File: config.mk
export PLATFORM = sky130hd
export DESIGN_NAME = led_scan_ctrl
export DESIGN_NICKNAME = d
export VERILOG_FILES = /design/src/rtl/led_pkg.sv /design/src/rtl/seg7_dec.sv /design/src/rtl/led_scan_ctrl.sv
export SDC_FILE = /design/constraint.sdc
export NUM_CORES = 1
export LEC_CHECK = 0
export BUFFER_PORTS_ARGS = -buffer_cell sky130_fd_sc_hd__buf_2
export CAP_MARGIN = 0
export CORE_ASPECT_RATIO = 0.5
export CORE_MARGIN = 2
export CORE_UTILIZATION = 45
export DETAILED_ROUTE_END_ITERATION = 16
export GPL_ROUTABILITY_DRIVEN = 0
export GPL_TIMING_DRIVEN = 0
export PLACE_DENSITY = 0.65
export SYNTH_ARGS = -nofsm -noshare
export SYNTH_HDL_FRONTEND = slang
export SYNTH_SLANG_ARGS = --single-unit
File: constraint.sdc
create_clock -name clk -period 2.85 [get_ports clk]
set_clock_uncertainty 0.1 [all_clocks]
set_input_delay 0.855 -clock clk [delete_from_list [all_inputs] [get_ports clk]]
set_output_delay 0.855 -clock clk [all_outputs]
set_load 0.05 [all_outputs]
File: src/rtl/led_pkg.sv
// Shared types and constants for the LED scan controller: scan states,
// the all-off segment pattern and the hex-to-segment table ({a,b,c,d,e,f,g}).
package led_pkg;

  typedef enum logic {
    ST_BLANK = 1'b0,
    ST_SHOW  = 1'b1
  } scan_state_t;

  localparam logic [6:0] SEG_BLANK = 7'b000_0000;

  // Entry n holds the pattern for hex digit n (entry 15 is listed first).
  localparam logic [15:0][6:0] SEG_TABLE = {
    7'b1000111,  // F
    7'b1001111,  // E
    7'b0111101,  // d
    7'b1001110,  // C
    7'b0011111,  // b
    7'b1110111,  // A
    7'b1111011,  // 9
    7'b1111111,  // 8
    7'b1110000,  // 7
    7'b1011111,  // 6
    7'b1011011,  // 5
    7'b0110011,  // 4
    7'b1111001,  // 3
    7'b1101101,  // 2
    7'b0110000,  // 1
    7'b1111110   // 0
  };

endpackage

File: src/rtl/seg7_dec.sv
// Combinational hex nibble to seven-segment decoder, shared by all digits.
module seg7_dec
  import led_pkg::*;
(
  input  logic [3:0] nib,
  output logic [6:0] seg
);

  // Table lookup of the segment pattern for the selected nibble
  always_comb begin
    seg = SEG_TABLE[nib];
  end

endmodule

File: src/rtl/led_scan_ctrl.sv
// Four-digit multiplexed LED scan controller with shadow/active digit registers.
// Optional macro LED_SCAN_LZB_EN enables leading-zero blanking.
module led_scan_ctrl
  import led_pkg::*;
#(
  parameter int unsigned SHOW_CYC  = 50000,
  parameter int unsigned BLANK_CYC = 500
) (
  input  logic       clk,
  input  logic       rst,
  input  logic       wr_en,
  input  logic [1:0] wr_addr,
  input  logic [3:0] wr_data,
  input  logic       commit,
  input  logic       EN,
  output logic       commit_pend,
  output logic       frame_done,
  output logic [3:0] LED_sel,
  output logic [6:0] seg
);

  localparam int unsigned MAX_CYC = (SHOW_CYC > BLANK_CYC) ? SHOW_CYC : BLANK_CYC;
  localparam int unsigned CNT_W   = $clog2(MAX_CYC);
  localparam logic [CNT_W-1:0] SHOW_LAST  = CNT_W'(SHOW_CYC - 1);
  localparam logic [CNT_W-1:0] BLANK_LAST = CNT_W'(BLANK_CYC - 1);
  localparam logic [CNT_W-1:0] CNT_ZERO   = {CNT_W{1'b0}};
  localparam logic [CNT_W-1:0] CNT_ONE    = CNT_W'(1);

  scan_state_t      state_r;
  scan_state_t      state_nxt_s;
  logic [CNT_W-1:0] cnt_r;
  logic [CNT_W-1:0] cnt_nxt_s;
  logic [1:0]       dig_r;
  logic [1:0]       dig_nxt_s;
  logic             boundary_s;

  logic [3:0]       shadow_r [4];
  logic [3:0]       active_r [4];
  logic             commit_pend_r;
  logic             frame_done_r;
  logic [3:0]       led_sel_r;
  logic [6:0]       seg_r;

  logic [3:0]       nib_s;
  logic [6:0]       dec_s;
  logic             lzb_blank_s;
  logic [3:0]       sel_nxt_s;
  logic [6:0]       seg_nxt_s;

  // Scan state, dwell counter and digit index registers
  always_ff @(posedge clk) begin
    if (rst) begin
      state_r <= ST_BLANK;
      cnt_r   <= CNT_ZERO;
      dig_r   <= 2'd0;
    end else begin
      state_r <= state_nxt_s;
      cnt_r   <= cnt_nxt_s;
      dig_r   <= dig_nxt_s;
    end
  end

  // Next-state logic; the frame boundary is leaving SHOW of digit 3
  always_comb begin
    state_nxt_s = state_r;
    cnt_nxt_s   = cnt_r + CNT_ONE;
    dig_nxt_s   = dig_r;
    boundary_s  = 1'b0;
    case (state_r)
      ST_BLANK: begin
        if (cnt_r == BLANK_LAST) begin
          state_nxt_s = ST_SHOW;
          cnt_nxt_s   = CNT_ZERO;
        end else begin
          cnt_nxt_s   = cnt_r + CNT_ONE;
        end
      end
      ST_SHOW: begin
        if (cnt_r == SHOW_LAST) begin
          state_nxt_s = ST_BLANK;
          cnt_nxt_s   = CNT_ZERO;
          dig_nxt_s   = dig_r + 2'd1;
          boundary_s  = (dig_r == 2'd3);
        end else begin
          cnt_nxt_s   = cnt_r + CNT_ONE;
        end
      end
      default: begin
        state_nxt_s = ST_BLANK;
        cnt_nxt_s   = CNT_ZERO;
        dig_nxt_s   = 2'd0;
      end
    endcase
  end

  // Outputs are registered from the next state, so decode the upcoming digit
  assign nib_s = active_r[dig_nxt_s];

  seg7_dec u_dec (
    .nib (nib_s),
    .seg (dec_s)
  );

`ifdef LED_SCAN_LZB_EN
  // Blank a non-rightmost digit when it and every digit above it are zero
  always_comb begin
    lzb_blank_s = (dig_nxt_s != 2'd0);
    for (int j = 1; j < 4; j++) begin
      if ((j >= int'(dig_nxt_s)) && (active_r[j] != 4'h0)) begin
        lzb_blank_s = 1'b0;
      end else begin
        lzb_blank_s = lzb_blank_s;
      end
    end
  end
`else
  assign lzb_blank_s = 1'b0;
`endif

  // Select and segment values for the cycle following this edge
  always_comb begin
    sel_nxt_s = 4'b1111;
    seg_nxt_s = SEG_BLANK;
    if (state_nxt_s == ST_SHOW) begin
      sel_nxt_s = ~(4'b0001 << dig_nxt_s);
      seg_nxt_s = lzb_blank_s ? SEG_BLANK : dec_s;
    end else begin
      sel_nxt_s = 4'b1111;
      seg_nxt_s = SEG_BLANK;
    end
  end

  // Digit storage, commit handshake and registered outputs
  always_ff @(posedge clk) begin
    if (rst) begin
      for (int i = 0; i < 4; i++) begin
        shadow_r[i] <= 4'h0;
        active_r[i] <= 4'h0;
      end
      commit_pend_r <= 1'b0;
      frame_done_r  <= 1'b0;
      led_sel_r     <= 4'b1111;
      seg_r         <= SEG_BLANK;
    end else begin
      if (wr_en) begin
        shadow_r[wr_addr] <= wr_data;
      end
      // Transfer reads the pre-write shadow; a commit on the boundary waits a frame
      if (boundary_s && commit_pend_r) begin
        for (int i = 0; i < 4; i++) begin
          active_r[i] <= shadow_r[i];
        end
      end
      commit_pend_r <= commit | (commit_pend_r & ~boundary_s);
      frame_done_r  <= boundary_s;
      led_sel_r     <= sel_nxt_s;
      seg_r         <= seg_nxt_s;
    end
  end

  assign commit_pend = commit_pend_r;
  assign frame_done  = frame_done_r;
  assign LED_sel     = led_sel_r;
  assign seg         = EN ? SEG_BLANK : seg_r;

endmodule

# After elaboration in Yosys (flattened, before gate mapping)
# Memory sizes are Yosys's and may differ from the RTL's. A register that Yosys moved wholly into a read port is not among the register bits.
# Cells that the tools add are included.
totals:
  regBits: 25
  mem_bits_rw: 32
  word_cells: 54
  mem_count: 3
  romBits: 112
  in_bits: 11
mem_list:
  columns: ["name", "words", "width", "read_ports", "rd_ports_with_merged_regs", "write_ports", "line_no", "source"]
  rows:
  - ["(name not given)", 16, 7, 1, 1, 0, "seg7_dec.sv:11", "seg = SEG_TABLE[nib];"]
  - ["active_r", 4, 4, 1, 0, 4, "led_scan_ctrl.sv:38", "logic [3:0] active_r [4];"]
  - ["shadow_r", 4, 4, 4, 0, 4, "led_scan_ctrl.sv:37", "logic [3:0] shadow_r [4];"]
op_classes:
  n_bitwise: 10
  addsub: 2
  shift: 1
  reduce_logical: 3
  muxes: 26
  n_eq_ne: 3
op_table:
  columns: ["op", "n"]
  rows:
  - ["2-to-1 mux 16 bit", 2]
  - ["one-hot mux 16 bit (2 select lines)", 1]
  - ["2-to-1 mux 4 bit", 5]
  - ["adder 16 x 1 -> 16 bit, second input constant", 1]
  - ["equality test 16 bit, second input constant", 1]
  - ["equality test 16 x 9 -> 1 bit, second input constant", 1]
  - ["2-to-1 mux 1 bit", 13]
  - ["2-to-1 mux 7 bit", 1]
  - ["2-to-1 mux 2 bit", 3]
  - ["OR 1 bit", 5]
  - ["NOT 4 bit", 1]
  - ["OR reduction 4 bit", 1]
  - ["left shift 1 x 2 -> 4 bit, first input constant", 1]
  - ["NOT 1 bit", 3]
  - ["adder 2 x 1 -> 2 bit, second input constant", 1]
  - ["equality test 2 bit, second input constant", 1]
  - ["one-hot mux 1 bit (2 select lines)", 1]
  - ["OR reduction 2 bit", 1]
  - ["bitwise AND 1 bit", 1]
  - ["logical AND 1 bit", 1]

# Logic depth before layout (Yosys ltp)
logic_depth:
  depth_word: 8
  depth_mapped: 10

# Cells and area by module
# A second synthesis with hierarchy kept.
unflattened:
  cells_unflattened: 265
  hier_area_um2: 3108.0
modules_own_cells:
  columns: ["module", "seq_area_each_um2", "instances", "area_each_um2", "cells_per_inst"]
  rows:
  - ["led_scan_ctrl", 1601.5, 1, 2820.2, 232]
  - ["seg7_dec", 0.0, 1, 287.8, 33]

# Least setup slack after synthesis
# Ideal clock, no wire load.
synth_timing:
  kind: "reg2reg"
  startpoint: "register dig_r[0]"
  endpoint: "register seg_r[3]"
  t_required_ns: 2.680
  setup_slack_ns: -0.020
  stages_incl_launch_ff: 10
  n_path_buf: 1
  t_arrival_ns: 2.701
  setup_time_ns: 0.070
  period_less_slack_ns: 2.870
  path_cell_list: "dfxtp_1 > ha_1 > clkbuf_1 > mux4_2 > mux2i_1 > inv_1 > ha_1 > nor2_1 > a211o_1 > a21oi_1"
synth_via:
  elab_chain_cells: 4
synth_rtl:
  columns: ["item", "line_no", "source"]
  rows:
  - ["from (decl)", "led_scan_ctrl.sv:33", "logic [1:0] dig_r;"]
  - ["from (signal assigned)", "led_scan_ctrl.sv:59", "dig_r <= dig_nxt_s;"]
  - ["adder 2 x 1 -> 2 bit", "led_scan_ctrl.sv:82", "dig_nxt_s = dig_r + 2'd1;"]
  - ["2-to-1 mux 2 bit", "led_scan_ctrl.sv:79", "if (cnt_r == SHOW_LAST) begin"]
  - ["2-to-1 mux 2 bit (*)", "led_scan_ctrl.sv:69", "case (state_r)"]
  - ["memory (4 x 4 bit) (*)", null, null]
  - ["to (decl)", "led_scan_ctrl.sv:42", "logic [6:0] seg_r;"]
# Every way passes the cells marked *; elsewhere a longest branch is shown, timed or not.
# A chain may end at the register's enable or synchronous reset.

# Worst setup path in the final report
layout_timing:
  startpoint: "register cnt_r[10]"
  endpoint: "register seg_r[3]"
layout_via:
  elab_chain_cells: 5
  word_cells_on_any_way: 10
layout_rtl:
  columns: ["item", "line_no", "source"]
  rows:
  - ["from (decl)", "led_scan_ctrl.sv:31", "logic [CNT_W-1:0] cnt_r;"]
  - ["from (signal assigned)", "led_scan_ctrl.sv:58", "cnt_r <= cnt_nxt_s;"]
  - ["parallel branches: the longest is 5 deep, another holds memory (4 x 4 bit)", null, null]
# Several ways; the timed one is not identified.

==> impl_metrics.py <==
metrics = {
    "drt": {
        "drt_pre_antenna_iters": 4,
        "post_drt_via_cell_ratio": 5.03,
        "residual_drc": 0,
        "route.antenna.remaining_nets": 0,
        "wl_um": 5260,
        "drt-wirelength-per-cell_um": 13.4,
        "initialDrtViolationCount": 98,
        "detailroute.via_count": 1976,
    },
    "cells_and_area": {
        "numnets_final": 320,
        "share_of_post_route_cells_with_drive_strength_above_1": 0.236,
        "area_growth_syn_to_layout_pct": 20.3,
        "number_of_filler_cells_placed_in_the_layout": 523,
        "area.sequential_mm2": 0.00160,
        "area_occupied_by_multi_input_gates_mm2": 0.00135,
        "final_cell_mix": "32 x sky130_fd_sc_hd__dfxtp_1, 32 x sky130_fd_sc_hd__and2_1, 32 x sky130_fd_sc_hd__edfxtp_1, 24 x sky130_fd_sc_hd__buf_2, 22 x sky130_fd_sc_hd__nor2_1",
        "antenna-diode-count": 0,
    },
    "sta": {
        "worstMarginPinSlew_ns": 0.453,
        "final-setup-viol-count": 0,
        "fmaxAchievable_ghz": 0.364,
        "number_of_hold_violations_in_the_final_report": 0,
        "report.final.slew_viol_count": 0,
        "period_minus_slack_ns": 2.75,
        "timing.max_slew.rel_slack": 0.698,
        "worst_slack_ns": 0.105,
        "final.period_utilization": 0.963,
    },
    "pwr": {
        "share_comb_of_total_power": 0.046,
        "total_power_mw": 2.18,
        "switching_power_mw": 0.417,
        "powerDensity_mw_per_mm2": 606,
        "total_leakage_power_nw": 1.36,
        "peakVddDrop_uv": 327,
        "pwr-share-seq": 0.466,
        "pwr-share-clk": 0.488,
        "power.internal_mw": 1.76,
        "swShare": 0.191,
    },
    "die": {
        "die_h_um": 61.7,
        "fp.coreArea_mm2": 0.00626,
        "chipWidth_um": 119,
        "ios": 24,
        "initial_utilization": 0.478,
        "row_count": 20,
        "floorplan.die_area_mm2": 0.00736,
    },
    "synth": {
        "synth_top_family_by_area": "simple AND/OR/NAND/NOR gates",
        "synthAdderAreaFrac": 0.0376,
        "syn_inst": 261,
        "synth_nets": 281,
        "synth_compound_area_frac": 0.0548,
        "synth_sequential_area_ratio": 0.535,
        "synth_xor_area_frac": 0.0351,
        "syn_avg_cell_area_um2": 11.5,
        "synth_cell_type_count": 44,
        "yosys_register_bits": 64,
        "yosys-mux-area-fraction": 0.0841,
        "synthSimpleGateAreaFrac": 0.228,
        "yosys_warnings": 0,
        "synth.cell_area_mm2": 0.00299,
    },
    "hold_path": {
        "min-delay-path-class": "reg2reg",
    },
    "critical_path": {
        "cp_data_arrival_time_ns": 2.90,
        "reg2reg_slack_ns": 0.10,
        "critPathMaxFanout": 6,
        "required_ns": 3.01,
        "timing.critical_path.from_type": "flop",
        "end_kind": "flop",
        "worstSetupPathType": "reg2reg",
    },
    "run": {
        "drv.max_cap_violation_count": 0,
    },
    "global_routing": {
        "first_pass_grt_wire_length_um": 8690,
        "maximum_number_of_pins_on_one_net_before_global_route_repair": 17,
        "gr-usage-all-layers": 0.160,
        "first_global_vias": 1949,
        "grt_overflow": 0,
        "number_of_antenna_violations_at_the_first_check_in_global_routing": 0,
    },
    "cts": {
        "h-tree-depth": 3,
        "cts.clk_slew.worst_paths_ns": 0.05,
        "clockRootBuffer": "sky130_fd_sc_hd__clkbuf_16",
        "cts_inserted_buffers": 9,
        "buffer_depth_of_the_longest_clock_path": 2,
        "cts_sinks": 64,
        "cts_tree": "yes",
        "clk-insertion-delay-late_ns": 0.32,
        "postCtsHoldBufs": 0,
    },
    "place": {
        "place_ws_ns": -0.350,
        "hpwlAfterDp_um": 3820,
        "placement.io_buffers": 23,
    },
    "run_status": {
        "status": "finished clean",
    },
}
cell usage after synthesis, drive strengths merged:
| master | count | area [um^2] |
|---|---|---|
| nand3 | 8 | 40.0 |
| xnor2 | 5 | 43.8 |
| ha | 9 | 113 |
| a31o | 2 | 17.5 |
| mux4 | 8 | 180 |
| a21o | 1 | 7.51 |
| nand4b | 1 | 8.76 |
| or2 | 4 | 25.0 |
| nand4 | 4 | 25.0 |
| a211o | 1 | 8.76 |
| xor2 | 7 | 61.3 |
| nand2b | 4 | 25.0 |
| nand3b | 1 | 7.51 |
| inv | 7 | 26.3 |
| clkbuf | 5 | 18.8 |
| dfxtp | 32 | 641 |
| or4 | 1 | 11.3 |
| and3 | 3 | 18.8 |
| nor2 | 22 | 82.6 |
| mux2i | 6 | 60.1 |
| a21oi | 7 | 35.0 |
| o21a | 1 | 7.51 |
| o311a | 1 | 10.0 |
| o21ai | 9 | 45.0 |
| o22ai | 1 | 6.26 |
| nor3b | 6 | 50.1 |
| and2 | 32 | 200 |
| nand2 | 15 | 56.3 |
| nor4 | 3 | 33.8 |
| buf | 4 | 31.3 |
| a221oi | 3 | 26.3 |
| mux2 | 1 | 11.3 |
| edfxtp | 32 | 961 |
| or4b | 1 | 13.8 |
| nor3 | 4 | 20.0 |
| nor2b | 8 | 50.1 |
| or3 | 2 | 12.5 |
kinds of logic (layout without fill, tap and decap cells):
kind of cell | Yosys count | count (layout)
AND/OR/NAND/NOR | 119 | 119
flip-flops | 64 | 64
AO/OA/AOI/OAI | 26 | 26
buffers and inverters | 16 | 60
multiplexers | 15 | 15
XOR/XNOR | 12 | 12
adder cells (fa/ha/maj) | 9 | 9
area by class of cell:
cell class	instances	share of cell area
Multi-Input combinational cell	181	0.376
Tap cell	88	0.0306
Clock buffer	13	0.0723
Clock inverter	3	0.0111
Inverter	7	0.00730
Buffer	8	0.0132
Sequential cell	64	0.445
Timing Repair Buffer	29	0.0445
per-layer routing:
| metal | up-vias | track usage | share of wire |
|---|---|---|---|
| met4 | 0 | 0.0874 | 0.018 |
| met3 | 9 | 0.0574 | 0.036 |
| met2 | 35 | 0.294 | 0.51 |
| met5 | - | 0 | 0 |
| li1 | 1009 | - | - |
| met1 | 923 | 0.169 | 0.44 |
registers in the layout, indices dropped and copies added, names as in the netlist:
| register | cells |
|---|---|
| active_r | 16 |
| cnt_r | 16 |
| shadow_r | 16 |
| seg_r | 7 |
| LED_sel | 4 |
| dig_r | 2 |
| commit_pend | 1 |
| frame_done | 1 |
| state_r | 1 |
power by group through the flow:
| stage | Clock [mW] | Combinational [mW] | Sequential [mW] |
|---|---|---|---|
| floorplan | 0 | 0.0620 | 1.03 |
| global placement | 0 | 0.0893 | 1.03 |
| detailed placement | 0 | 0.0918 | 1.03 |
| CTS | 1.10 | 0.0976 | 1.02 |
| global route | 1.14 | 0.110 | 1.02 |
| finish | 1.06 | 0.0995 | 1.02 |
critical path, cell delays in order (launching register included):
cell and delay, ns:
sky130_fd_sc_hd__dfxtp_1 0.35, sky130_fd_sc_hd__or4_4 0.56, sky130_fd_sc_hd__nor4_4 0.33, sky130_fd_sc_hd__buf_6 0.20
sky130_fd_sc_hd__mux2i_4 0.26, sky130_fd_sc_hd__inv_2 0.07, sky130_fd_sc_hd__ha_1 0.31, sky130_fd_sc_hd__nor2_1 0.05
sky130_fd_sc_hd__a211o_1 0.28, sky130_fd_sc_hd__a21oi_2 0.15
repair_timing:
item | 4_1_cts | 5_1_grt
setup buffers | 2 | 4
gates cloned | 0 | 0
pin swaps | 0 | 2
gates resized for setup | 3 | 7
endpoints found under the setup margin | 7 | 4
worst paths after layout:
path,from,to,depth (start not counted)
setup / recovery,cnt_r[10],seg_r[3],9
hold / removal,cnt_r[0],cnt_r[0],1
setup reg to reg,cnt_r[10],seg_r[3],9
hold reg to reg,cnt_r[0],cnt_r[0],1
stage by stage:
| step | instances | util | area, um^2 | hold slack (ns) | TNS, ns |
|---|---|---|---|---|---|
| floorplan | 261 | - | 3000 | 0.330 | 0 |
| global placement | 372 | 0.515 | 3220 | 0.344 | -0.843 |
| detailed placement | 372 | 0.515 | 3220 | 0.356 | -1.18 |
| CTS | 389 | 0.568 | 3550 | 0.367 | 0 |
| global route | 393 | 0.575 | 3600 | 0.384 | -0.103 |
| finish | 393 | 0.575 | 3600 | 0.358 | 0 |
Power figures use the tool's default switching activity.
